$ cat src/rtl/prim_subreg_shadow_bank_pkg.sv
// Shared helpers for the shadowed register bank: confirm-count sizing and
// the legal range of confirmation depths.
package prim_subreg_shadow_bank_pkg;

  localparam int MaxConfirm = 4;
  localparam int MinConfirm = 2;

  // Width of the confirm counter, which runs 0..num_confirm-1.
  function automatic int cnt_width(input int num_confirm);
    return (num_confirm <= 2) ? 1 : $clog2(num_confirm);
  endfunction

  function automatic bit confirm_ok(input int num_confirm);
    return (num_confirm >= MinConfirm) && (num_confirm <= MaxConfirm);
  endfunction

endpackage

$ cat src/rtl/prim_subreg_shadow_bank_entry.sv
// One shadowed entry: staged/shadow/committed copies, confirm counter,
// and registered commit / update-error / storage-error outputs.
module prim_subreg_shadow_bank_entry
  import prim_subreg_shadow_bank_pkg::*;
#(
  parameter int             DW         = 32,
  parameter int             NumConfirm = 2,
  parameter logic [DW-1:0]  RESVAL     = '0
) (
  input  logic          clk_i,
  input  logic          rst_ni,
  input  logic          we_i,
  input  logic          re_i,
  input  logic          abort_i,
  input  logic [DW-1:0] wd_i,
  output logic [DW-1:0] q_o,
  output logic          qe_o,
  output logic          phase_o,
  output logic          err_update_o,
  output logic          err_storage_o
);

  localparam int            CW      = cnt_width(NumConfirm);
  localparam logic [CW-1:0] LastCnt = CW'(NumConfirm - 1);

  logic [DW-1:0] staged_q, staged_d;
  logic [DW-1:0] shadow_q, shadow_d;
  logic [DW-1:0] committed_q, committed_d;
  logic [CW-1:0] cnt_q, cnt_d;
  logic          qe_q, qe_d;
  logic          err_update_q, err_update_d;
  logic          err_storage_q, err_storage_d;

  // NOTE: every signal gets a default before any branch, otherwise the
  // incomplete paths would infer latches.
  always_comb begin
    staged_d      = staged_q;
    shadow_d      = shadow_q;
    committed_d   = committed_q;
    cnt_d         = cnt_q;
    qe_d          = 1'b0;
    err_update_d  = 1'b0;
    err_storage_d = err_storage_q | (~shadow_q != committed_q);

    if (err_storage_q) begin
      cnt_d = '0;
    end else if (we_i) begin
      if (cnt_q == '0) begin
        staged_d = ~wd_i;
        cnt_d    = CW'(1);
      end else if (wd_i == ~staged_q) begin
        if (cnt_q == LastCnt) begin
          committed_d = wd_i;
          shadow_d    = ~wd_i;
          cnt_d       = '0;
          qe_d        = 1'b1;
        end else begin
          cnt_d = cnt_q + CW'(1);
        end
      end else begin
        err_update_d = 1'b1;
        cnt_d        = '0;
      end
    end else if (re_i || abort_i) begin
      cnt_d = '0;
    end
  end

  // NOTE: state flops use non-blocking assignments so all entries update
  // from the same pre-edge values.
  always_ff @(posedge clk_i or negedge rst_ni) begin
    if (!rst_ni) begin
      staged_q      <= ~RESVAL;
      shadow_q      <= ~RESVAL;
      committed_q   <= RESVAL;
      cnt_q         <= '0;
      qe_q          <= 1'b0;
      err_update_q  <= 1'b0;
      err_storage_q <= 1'b0;
    end else begin
      staged_q      <= staged_d;
      shadow_q      <= shadow_d;
      committed_q   <= committed_d;
      cnt_q         <= cnt_d;
      qe_q          <= qe_d;
      err_update_q  <= err_update_d;
      err_storage_q <= err_storage_d;
    end
  end

  assign q_o           = committed_q;
  assign qe_o          = qe_q;
  assign phase_o       = (cnt_q != '0);
  assign err_update_o  = err_update_q;
  assign err_storage_o = err_storage_q;

endmodule

$ cat src/rtl/prim_subreg_shadow_bank.sv
// Bank of shadowed control registers behind one software write port; the
// address decode turns each access into per-entry write/read/abort strobes.
module prim_subreg_shadow_bank
  import prim_subreg_shadow_bank_pkg::*;
#(
  parameter int             DW         = 32,
  parameter int             NumRegs    = 4,
  parameter int             NumConfirm = 2,
  parameter logic [DW-1:0]  RESVAL     = '0,
  localparam int            AW         = (NumRegs > 1) ? $clog2(NumRegs) : 1
) (
  input  logic                  clk_i,
  input  logic                  rst_ni,
  input  logic                  we_i,
  input  logic                  re_i,
  input  logic [AW-1:0]         addr_i,
  input  logic [DW-1:0]         wd_i,
  output logic [DW-1:0]         rdata_o,
  output logic [NumRegs*DW-1:0] q_o,
  output logic [NumRegs-1:0]    qe_o,
  output logic [NumRegs-1:0]    phase_o,
  output logic [NumRegs-1:0]    err_update_o,
  output logic [NumRegs-1:0]    err_storage_o
);

  if (!confirm_ok(NumConfirm)) begin : gen_bad_confirm
    $error("prim_subreg_shadow_bank: NumConfirm must be in %0d..%0d", MinConfirm, MaxConfirm);
  end
  if (NumRegs < 1) begin : gen_bad_numregs
    $error("prim_subreg_shadow_bank: NumRegs must be at least 1");
  end

  logic [DW-1:0] q [NumRegs];

  for (genvar i = 0; i < NumRegs; i++) begin : gen_entry
    logic sel;
    // An access anywhere else, including out of range, aborts this entry.
    assign sel = (addr_i == AW'(i));

    prim_subreg_shadow_bank_entry #(
      .DW         (DW),
      .NumConfirm (NumConfirm),
      .RESVAL     (RESVAL)
    ) u_entry (
      .clk_i         (clk_i),
      .rst_ni        (rst_ni),
      .we_i          (we_i & sel),
      .re_i          (re_i & ~we_i & sel),
      .abort_i       ((we_i | re_i) & ~sel),
      .wd_i          (wd_i),
      .q_o           (q[i]),
      .qe_o          (qe_o[i]),
      .phase_o       (phase_o[i]),
      .err_update_o  (err_update_o[i]),
      .err_storage_o (err_storage_o[i])
    );

    assign q_o[i*DW +: DW] = q[i];
  end

  always_comb begin
    rdata_o = '0;
    for (int i = 0; i < NumRegs; i++) begin
      if (addr_i == AW'(i)) rdata_o = q[i];
    end
  end

endmodule

$ cat config.mk
export PLATFORM = sky130hd
export DESIGN_NAME = prim_subreg_shadow_bank
export DESIGN_NICKNAME = d
export VERILOG_FILES = /design/src/rtl/prim_subreg_shadow_bank_pkg.sv /design/src/rtl/prim_subreg_shadow_bank_entry.sv /design/src/rtl/prim_subreg_shadow_bank.sv
export SDC_FILE = /design/constraint.sdc
export NUM_CORES = 1
export LEC_CHECK = 0
export ABC_CLOCK_PERIOD_IN_PS = 2200
export BUFFER_PORTS_ARGS = -buffer_cell sky130_fd_sc_hd__buf_2
export CORE_MARGIN = 2
export CORE_UTILIZATION = 40
export CTS_CLUSTER_SIZE = 40
export DETAILED_ROUTE_END_ITERATION = 8
export GPL_ROUTABILITY_DRIVEN = 0
export GPL_TIMING_DRIVEN = 1
export REMOVE_ABC_BUFFERS = 1
export SLEW_MARGIN = 30
export SYNTH_ARGS = -nofsm -noshare
export SYNTH_HDL_FRONTEND = slang
export SYNTH_SLANG_ARGS = --single-unit
$ cat constraint.sdc
create_clock -name clk_i -period 2.2 [get_ports clk_i]
set_input_delay 0.44 -clock clk_i [delete_from_list [all_inputs] [get_ports clk_i]]
set_output_delay 0.44 -clock clk_i [all_outputs]
set_load 0.01 [all_outputs]
== Word-level counts from Yosys, hierarchy flattened ==
Index checks and enable logic that the tools add are counted.
Storage, ports and cells
  bits of input ports: 38
  bits in registers: 400
Operators by class
  reduce and logical (&&, ||, !) cells: 17
  bitwise operators: 40
  multiplexer cells: 52
  equal/unequal tests: 11
Operators with widths (count)
  32-bit inverter: 9
  32-bit == test: 4
  32-bit two-way mux: 4
  32-bit inequality test: 4
  1-bit two-way mux: 48
  4-bit AND reduction: 4
  1-bit bitwise AND: 13
  1-bit inverter: 13
  3-bit AND reduction: 4
  3-bit nonzero test: 4
  1-bit bitwise OR: 5
  2-bit == test (second input constant): 2
  1-bit logical OR: 4
  2-bit by 1-bit == test with 1-bit output (second input constant): 1
  2-bit zero test: 1

== Depth between registers and ports, before layout ==
Gate-level depths: netlist (run 1).
  word-level depth: 7
  gate-level depth with buffers: 8
  mapped depth without buffers: 5

== By module ==
Synthesis (run 1) repeated with hierarchy kept, for this count alone.
Second synthesis, totals
  cells, all modules: 1528
  area total of the unflattened synthesis: 18884.4 um^2
By module, submodules not included
  prim_subreg_shadow_bank_entry: cells an instance 368, seq. area each 2582.5 um^2, area each 4506.8 um^2, instances 4
  prim_subreg_shadow_bank: cells an instance 56, seq. area each 0.0 um^2, area each 857.1 um^2, instances 1

== Worst setup path before layout (run 1) ==
Ideal clock, no wire load.
  path type: input -> register
  start: input port wd_i[24]
  end: register gen_entry[1].u_entry.committed_q[28]
  setup time: 0.128 ns
  required time: 2.072 ns
  arrival time: 2.017 ns
  slack: 0.055 ns
  path buffers: 3
  cell stages on the path: 8
  cell sequence: buf_4 -> xnor2_1 -> nor4_1 -> nand2_1 -> nor4_2 -> buf_6 -> buf_8 -> mux2_1
On the way
  longest elaborated chain between the ends: 2
Ends and longest elaborated chain
  start, declared: line prim_subreg_shadow_bank.sv:17  | input logic [DW-1:0] wd_i,
  32-bit == test: line prim_subreg_shadow_bank_entry.sv:51  | end else if (wd_i == ~staged_q) begin
  4-bit AND reduction (no source line)
  end signal, assigned: line prim_subreg_shadow_bank_entry.sv:83  | committed_q <= committed_d;
  end, declared: line prim_subreg_shadow_bank_entry.sv:28  | logic [DW-1:0] committed_q, committed_d;
Every way passes these cells.
A chain may end at the register's enable or synchronous reset.

== Worst setup path in the final report (run 1) ==
  start: register gen_entry[1].u_entry.staged_q[1]
  end: register gen_entry[1].u_entry.committed_q[30]
On the way
  longest elaborated chain between the ends: 3
Ends and longest elaborated chain
  start, declared: line prim_subreg_shadow_bank_entry.sv:26  | logic [DW-1:0] staged_q, staged_d;
  start signal, assigned: line prim_subreg_shadow_bank_entry.sv:73  | staged_q <= ~RESVAL;
  start signal, assigned: line prim_subreg_shadow_bank_entry.sv:81  | staged_q <= staged_d;
  32-bit inverter: line prim_subreg_shadow_bank_entry.sv:51
  32-bit == test: line prim_subreg_shadow_bank_entry.sv:51
  4-bit AND reduction (no source line)
Every way passes these cells.

==> results of run 1 <==
[layer usage]
| layer | part of all wire | wire length, um | up-vias | global-route usage |
|---|---|---|---|---|
| met1 | 0.44 | 28100 | 7095 | 0.352 |
| met4 | 0.039 | 2500 | 2 | 0.0916 |
| met3 | 0.064 | 4060 | 122 | 0.0604 |
| li1 | - | - | 6095 | - |
| met2 | 0.46 | 29300 | 432 | 0.410 |
| met5 | 0.00020 | 13 | - | 0 |
[final timing paths]
path | from | cells after the start | slack [ps] | endpoint
max in group asynchronous | rst_ni | 3 | 1050 | gen_entry[1].u_entry.shadow_q[24]
worst min-delay path | wd_i[22] | 2 | 190 | gen_entry[1].u_entry.staged_q[22]
worst min register to register | gen_entry[0].u_entry.shadow_q[10] | 2 | 470 | gen_entry[0].u_entry.shadow_q[10]
worst max register to register | gen_entry[1].u_entry.staged_q[1] | 10 | -310 | gen_entry[1].u_entry.q_o[30]
worst max-delay path | gen_entry[1].u_entry.staged_q[1] | 10 | -310 | gen_entry[1].u_entry.q_o[30]
min in group asynchronous | rst_ni | 2 | 330 | gen_entry[0].u_entry.q_o[26]
[placed cells by master (no fill, tap or decap), drive strengths merged, types with 19 or more instances in the layout]
| cell | n |
|---|---|
| dfrtp | 144 |
| dfstp | 256 |
| nor4 | 61 |
| nand2 | 139 |
| inv | 134 |
| mux4 | 32 |
| o21ai | 128 |
| clkbuf | 69 |
| xnor2 | 240 |
| mux2 | 128 |
| buf | 507 |
| mux2i | 128 |
| nand4 | 19 |
[metrics by stage]
| step | utilization | setup slack [ps] | std cells | area [um2] |
|---|---|---|---|---|
| after floorplan | - | -3840 | 1446 | 18300 |
| after global placement | 0.464 | -805 | 2484 | 22100 |
| after detailed placement | 0.464 | -811 | 2484 | 22100 |
| after CTS | 0.542 | -349 | 2653 | 25800 |
| after global routing | 0.544 | -373 | 2651 | 25900 |
| final | 0.544 | -313 | 2651 | 25900 |
[cell families after synthesis]
group / Yosys count / share of synthesized area
AO/OA/AOI/OAI: 132 / 0.0353
XOR/XNOR: 256 / 0.117
buffers and inverters: 276 / 0.0689
flip-flops: 400 / 0.539
multiplexers: 288 / 0.180
AND/OR/NAND/NOR: 238 / 0.0596
[flip-flops by register name (all words and copies together) (netlist names)]
| signal | cells |
|---|---|
| gen_entry.u_entry.q_o | 128 |
| gen_entry.u_entry.shadow_q | 128 |
| gen_entry.u_entry.staged_q | 128 |
| gen_entry.u_entry.err_storage_o | 4 |
| gen_entry.u_entry.err_update_o | 4 |
| gen_entry.u_entry.phase_o | 4 |
| gen_entry.u_entry.qe_o | 4 |
[power by group through the flow]
| stage | registers (mW) | logic [mW] | clock network, mW |
|---|---|---|---|
| floorplan | 8.50 | 0.870 | 0 |
| global placement | 8.53 | 1.71 | 0 |
| detailed placement | 8.56 | 1.75 | 0 |
| CTS | 8.46 | 1.82 | 7.34 |
| global route | 8.52 | 2.04 | 7.64 |
| finish | 8.46 | 1.86 | 7.24 |
[repair_timing]
action	in CTS	in global routing
pin swaps	9	15
hold endpoints to repair	12	0
resized for setup	247	87
cloned	26	0
hold buffers	1	0
buffers inserted	64	28
endpoints found under the setup margin	262	285
[cell type report]
type                       count  area, um2  area share
clock buffer                  69       1340      0.0517
clock inverter                13       75.1     0.00290
inverter                     132        495      0.0192
multi-input combinational    914       8290       0.321
sequential                   400      10300       0.400
tap                          615        769      0.0298
timing repair buffer         508       4550       0.176
==> flow_metrics.tcl, run 1 <==
set metrics [dict create \
    status "finished, violations left" \
    violations "setup timing" \
    crit_buf_inv 5 \
    avgSynthCellArea_um2 12.0 \
    relSlewSlack 0.545 \
    syn_inst 1590 \
    syn2layout_area_growth_pct 35.0 \
    synth_top_area_frac 0.351 \
    ys_ff_latch 400 \
    timing.final.hold_violations 0 \
    synth_edf_count 0 \
    synth_area_leaders "dfstp_2 35%, dfrtp_1 19%, xnor2_1 11%, mux2i_1 6.7%, mux2_1 4.0%" \
    critPathTopFamily "simple AND/OR/NAND/NOR gates" \
    drc 0 \
    pwr-share-seq 0.482 \
    rows 80 \
    synth_commonest_cells "256 x dfstp_2, 240 x xnor2_1, 144 x dfrtp_1, 139 x nand2_1, 132 x inv_1" \
    worstPathMaxFanout 5 \
    htreeDepth 2 \
    clockBufferDepth 3 \
    fillerInstances 3945 \
    async_reset_ff_frac 1.00 \
    diodes 0 \
    start_util 0.403 \
    slew_viol_final 0 \
    cp_slowest_cell "dfstp_2" \
    cts_num_sinks 400 \
    worst_setup_path_start_kind "flip-flop" \
    synthMostInstantiatedCell "dfstp_2" \
    power_switching_share 0.252 \
    ys_warn_count 0 \
    p_per_area_nw_per_um2 679 \
    rsz0062_at_grt "true" \
    pwr-share-clk 0.412 \
    tightest_slew_ps 677 \
    yosysUniqueCellTypes 26 \
    final_nets 2038 \
    routedWlPerCell_um 24.1 \
    hpwl_mm 41.0 \
    fin_skew_ps 23.2 \
    crit_chain "xnor2_2, nor4_4, buf_4, nand4_1, nor4_4, buf_6, buf_12, buf_12, buf_16, mux2_4" \
    power_switching_mw 4.43 \
    timing.critical_path.required_ps 2660 \
    numCtsBuffers 44 \
    arrival_ps 2970 \
    fmax_mhz 398 \
    worstSetupPathType "reg2reg" \
    finalCritPeriodShare 1.14 \
    grt_pass1_wl_mm 94.8 \
    cts-root-buf "clkbuf_16" \
    grt_antenna_before_repair 2 \
    min_period_ps 2510 \
    p_leak_nw 12.2 \
    clock_latency_ps 580 \
    drtAntennaViolNets 0 \
    drive_gt1_frac 0.510 \
    crit_path_end_kind "flip-flop" \
    ir_drop_mv 0.476 \
    grt_util_all_layers 0.260 \
    viasPerCell 5.19 \
    die_x_um 223 \
    setup_viol_count_final 252 \
    drt-initial-drc-count 900 \
    syn_area_um2 19200 \
    total_power_mw 17.6 \
    setup_slack_ps -313 \
    portBuffers 213 \
    grt_max_degree 86 \
    combPwrFrac 0.106 \
    fin_setup_tns_ps -36140 \
    synthFlopType "dfstp_2" \
    cts_tree "built" \
    core_um2 47500 \
    hp-class "in2reg" \
    io_pins 214 \
    synth.largest_area_cell "dfstp_2" \
    maxCapViolations 0 \
    ys_seq_area_frac 0.539 \
    grt-ovfl-total 0 \
    hold_ws_ps 195 \
    drt_pass1_iterations 5 \
    vias 13700 \
    clkSlewWorstSetupHoldPaths_ps 60 \
    dieArea_um2 49600 \
    p_int_mw 13.1 \
    drt-total-wl_mm 63.9 \
    grt_pass1_vias 14300 \
    worst_path_largest_cell_delay_ps 550 \
    die-height_um 223 \
]
Note: power is estimated with default switching activity, not from simulation.
==> inputs of run 2 (changes only) <==
- CORE_UTILIZATION: 40 -> 59
- PLACE_DENSITY: not set -> 0.8
==> run 2 against run 1 <==
  * The run still ends with setup timing left
  * Die area is 32% lower
  * Fmax is 3.5% lower
  * Setup slack worse by 91 ps
  * Sequential share of layout area is 1.4 points higher
  * Design area is 3.5% lower
  * Highest routed layer unchanged
==> flow_metrics.tcl, run 2 (synthesis gave the netlist of run 1 again) <==
set metrics [dict create \
    drt-initial-drc-count 1401 \
    setup_viol_count_final 259 \
    layout.cells.non_filler 2414 \
    cpMostUsedCell "buf_12" \
    viasPerCell 6.18 \
    worst_path_largest_cell_delay_ps 540 \
    grt-ovfl-total 0 \
    final_nets 1985 \
    pwr-share-seq 0.491 \
    min_period_ps 2600 \
    reg2reg_from "gen_entry[1].u_entry.staged_q[14]" \
    die_x_um 184 \
    worstSetupPathType "reg2reg" \
    dieArea_um2 33900 \
    seq_area_um2 10300 \
    relSlewSlack 0.537 \
    grt_pass1_vias 15100 \
    ir_drop_mv 0.627 \
    cts-root-buf "clkbuf_16" \
    clkSlewWorstSetupHoldPaths_ps 70 \
    rows 65 \
    regToRegSetupSlack_ps -400 \
    pwr-share-clk 0.398 \
    slew_viol_final 0 \
    drtAntennaViolNets 0 \
    fin_skew_ps 16.9 \
    fmax_mhz 384 \
    combPwrFrac 0.112 \
    clock_latency_ps 540 \
    power_switching_share 0.257 \
    worst_setup_path_start_kind "flip-flop" \
    start_util 0.602 \
    p_int_mw 12.9 \
    grt_util_all_layers 0.372 \
    crit_path_end_kind "flip-flop" \
    maxCapViolations 0 \
    placedCellCount 2261 \
    timing.critical_path.from "gen_entry[1].u_entry.staged_q[14]" \
    crit_chain "xnor2_1, nor4_1, buf_4, nand4_1, nor4_4, buf_6, buf_12, buf_12, mux2_4" \
    drt-total-wl_mm 65.5 \
    finalCritPeriodShare 1.18 \
    rsz0062_at_grt "true" \
    hpwl_mm 36.9 \
    setup_slack_ps -403 \
    p_leak_nw 11.9 \
    arrival_ps 3010 \
    die-height_um 184 \
    numCtsBuffers 41 \
    violations "setup timing" \
    layout.cells.most_common "dfstp_2" \
    cts_num_sinks 400 \
    grt_antenna_before_repair 3 \
    timing.final.hold_violations 0 \
    clockBufferDepth 3 \
    p_per_area_nw_per_um2 695 \
    vias 14900 \
    cts_tree "built" \
    layout_common_cells "256 x dfstp_2, 231 x xnor2_1, 210 x buf_2" \
    drc 0 \
    grt_max_degree 84 \
    dpl_worst_slack_ps -568 \
    drive_gt1_frac 0.498 \
    tightest_slew_ps 688 \
    syn2layout_area_growth_pct 30.3 \
    hp-class "in2reg" \
    portBuffers 213 \
    fillerInstances 1647 \
    routedWlPerCell_um 27.1 \
    power_switching_mw 4.45 \
    multiInputGateArea_um2 8330 \
    cp_slowest_cell "dfstp_2" \
    timing.critical_path.required_ps 2610 \
    core_um2 31800 \
    io_pins 214 \
    final_util 0.785 \
    drt_pass1_iterations 6 \
    grt_pass1_wl_mm 93.4 \
    worstPathMaxFanout 8 \
    status "finished, violations left" \
    min-delay-start "re_i" \
    htreeDepth 2 \
]
==> run 2: cell count changes in the layout (fill, tap and decap cells not counted), sizes merged, moves of 2 or more <==
cell | before | now
buf | 507 | 453
clkinv | 10 | 8
diode | 0 | 2
inv | 134 | 132
==> run 2: power by group through the flow <==
stage / registers (mW) / clock network [mW] / logic, mW
2_1_floorplan: 8.50 / 0 / 0.870
3_3_place_gp: 8.53 / 0 / 1.63
3_5_place_dp: 8.57 / 0 / 1.69
4_1_cts: 8.46 / 6.80 / 1.77
5_1_grt: 8.55 / 7.22 / 2.09
6_report: 8.50 / 6.89 / 1.94
==> run 2: repair_timing <==
item	CTS	global route
pin swaps	12	8
setup buffers	54	21
gates resized for setup	192	122
cloned	16	4
endpoints found under the setup margin	277	271
hold endpoints to repair	2	0
hold buffers	1	0
==> run 2: path summary, 6_finish.rpt <==
check,cells past startpoint,endpoint
min in group asynchronous,2,gen_entry[1].u_entry.q_o[16]
max in group asynchronous,3,gen_entry[1].u_entry.staged_q[9]
worst max-delay path,9,gen_entry[1].u_entry.q_o[31]
worst min register to register,2,gen_entry[1].u_entry.shadow_q[15]
worst min-delay path,2,gen_entry[3].u_entry.phase_o
worst max register to register,9,gen_entry[1].u_entry.q_o[31]
==> run 2: final cells by class <==
class	count	share of cell area
Antenna cell	2	0.000201
Clock buffer	64	0.0490
Clock inverter	9	0.00281
Inverter	132	0.0199
Multi-Input combinational cell	914	0.334
Sequential cell	400	0.414
Tap cell	435	0.0218
Timing Repair Buffer	458	0.159
==> run 2: metal layers <==
| layer | up-vias | GRT usage | share of wire | wire length (um) |
|---|---|---|---|---|
| met5 | - | 0 | 0.00020 | 13 |
| met4 | 2 | 0.180 | 0.067 | 4400 |
| met3 | 285 | 0.0804 | 0.10 | 6820 |
| met2 | 1049 | 0.602 | 0.47 | 30600 |
| met1 | 7593 | 0.480 | 0.36 | 23700 |
| li1 | 5983 | - | - | - |
==> run 2: worst max-delay path, delay by kind of cell, from the launching register on <==
kind          cells  cell delay [ps]
flops             1              540
buf+inv           4              680
xor+xnor          1               90
mux               1              310
simple gates      3              830
==> run 2: through the flow <==
step                area, um2  hold slack (ps)  TNS [ps]  power, mW
finish                  25000              174    -58600       17.3
global route            25000              165    -75690       17.9
global placement        21500              323   -103820       10.2
detailed placement      21500              324   -106120       10.3
floorplan               18300              144   -698760       9.37
CTS                     24500              149    -37300       17.0
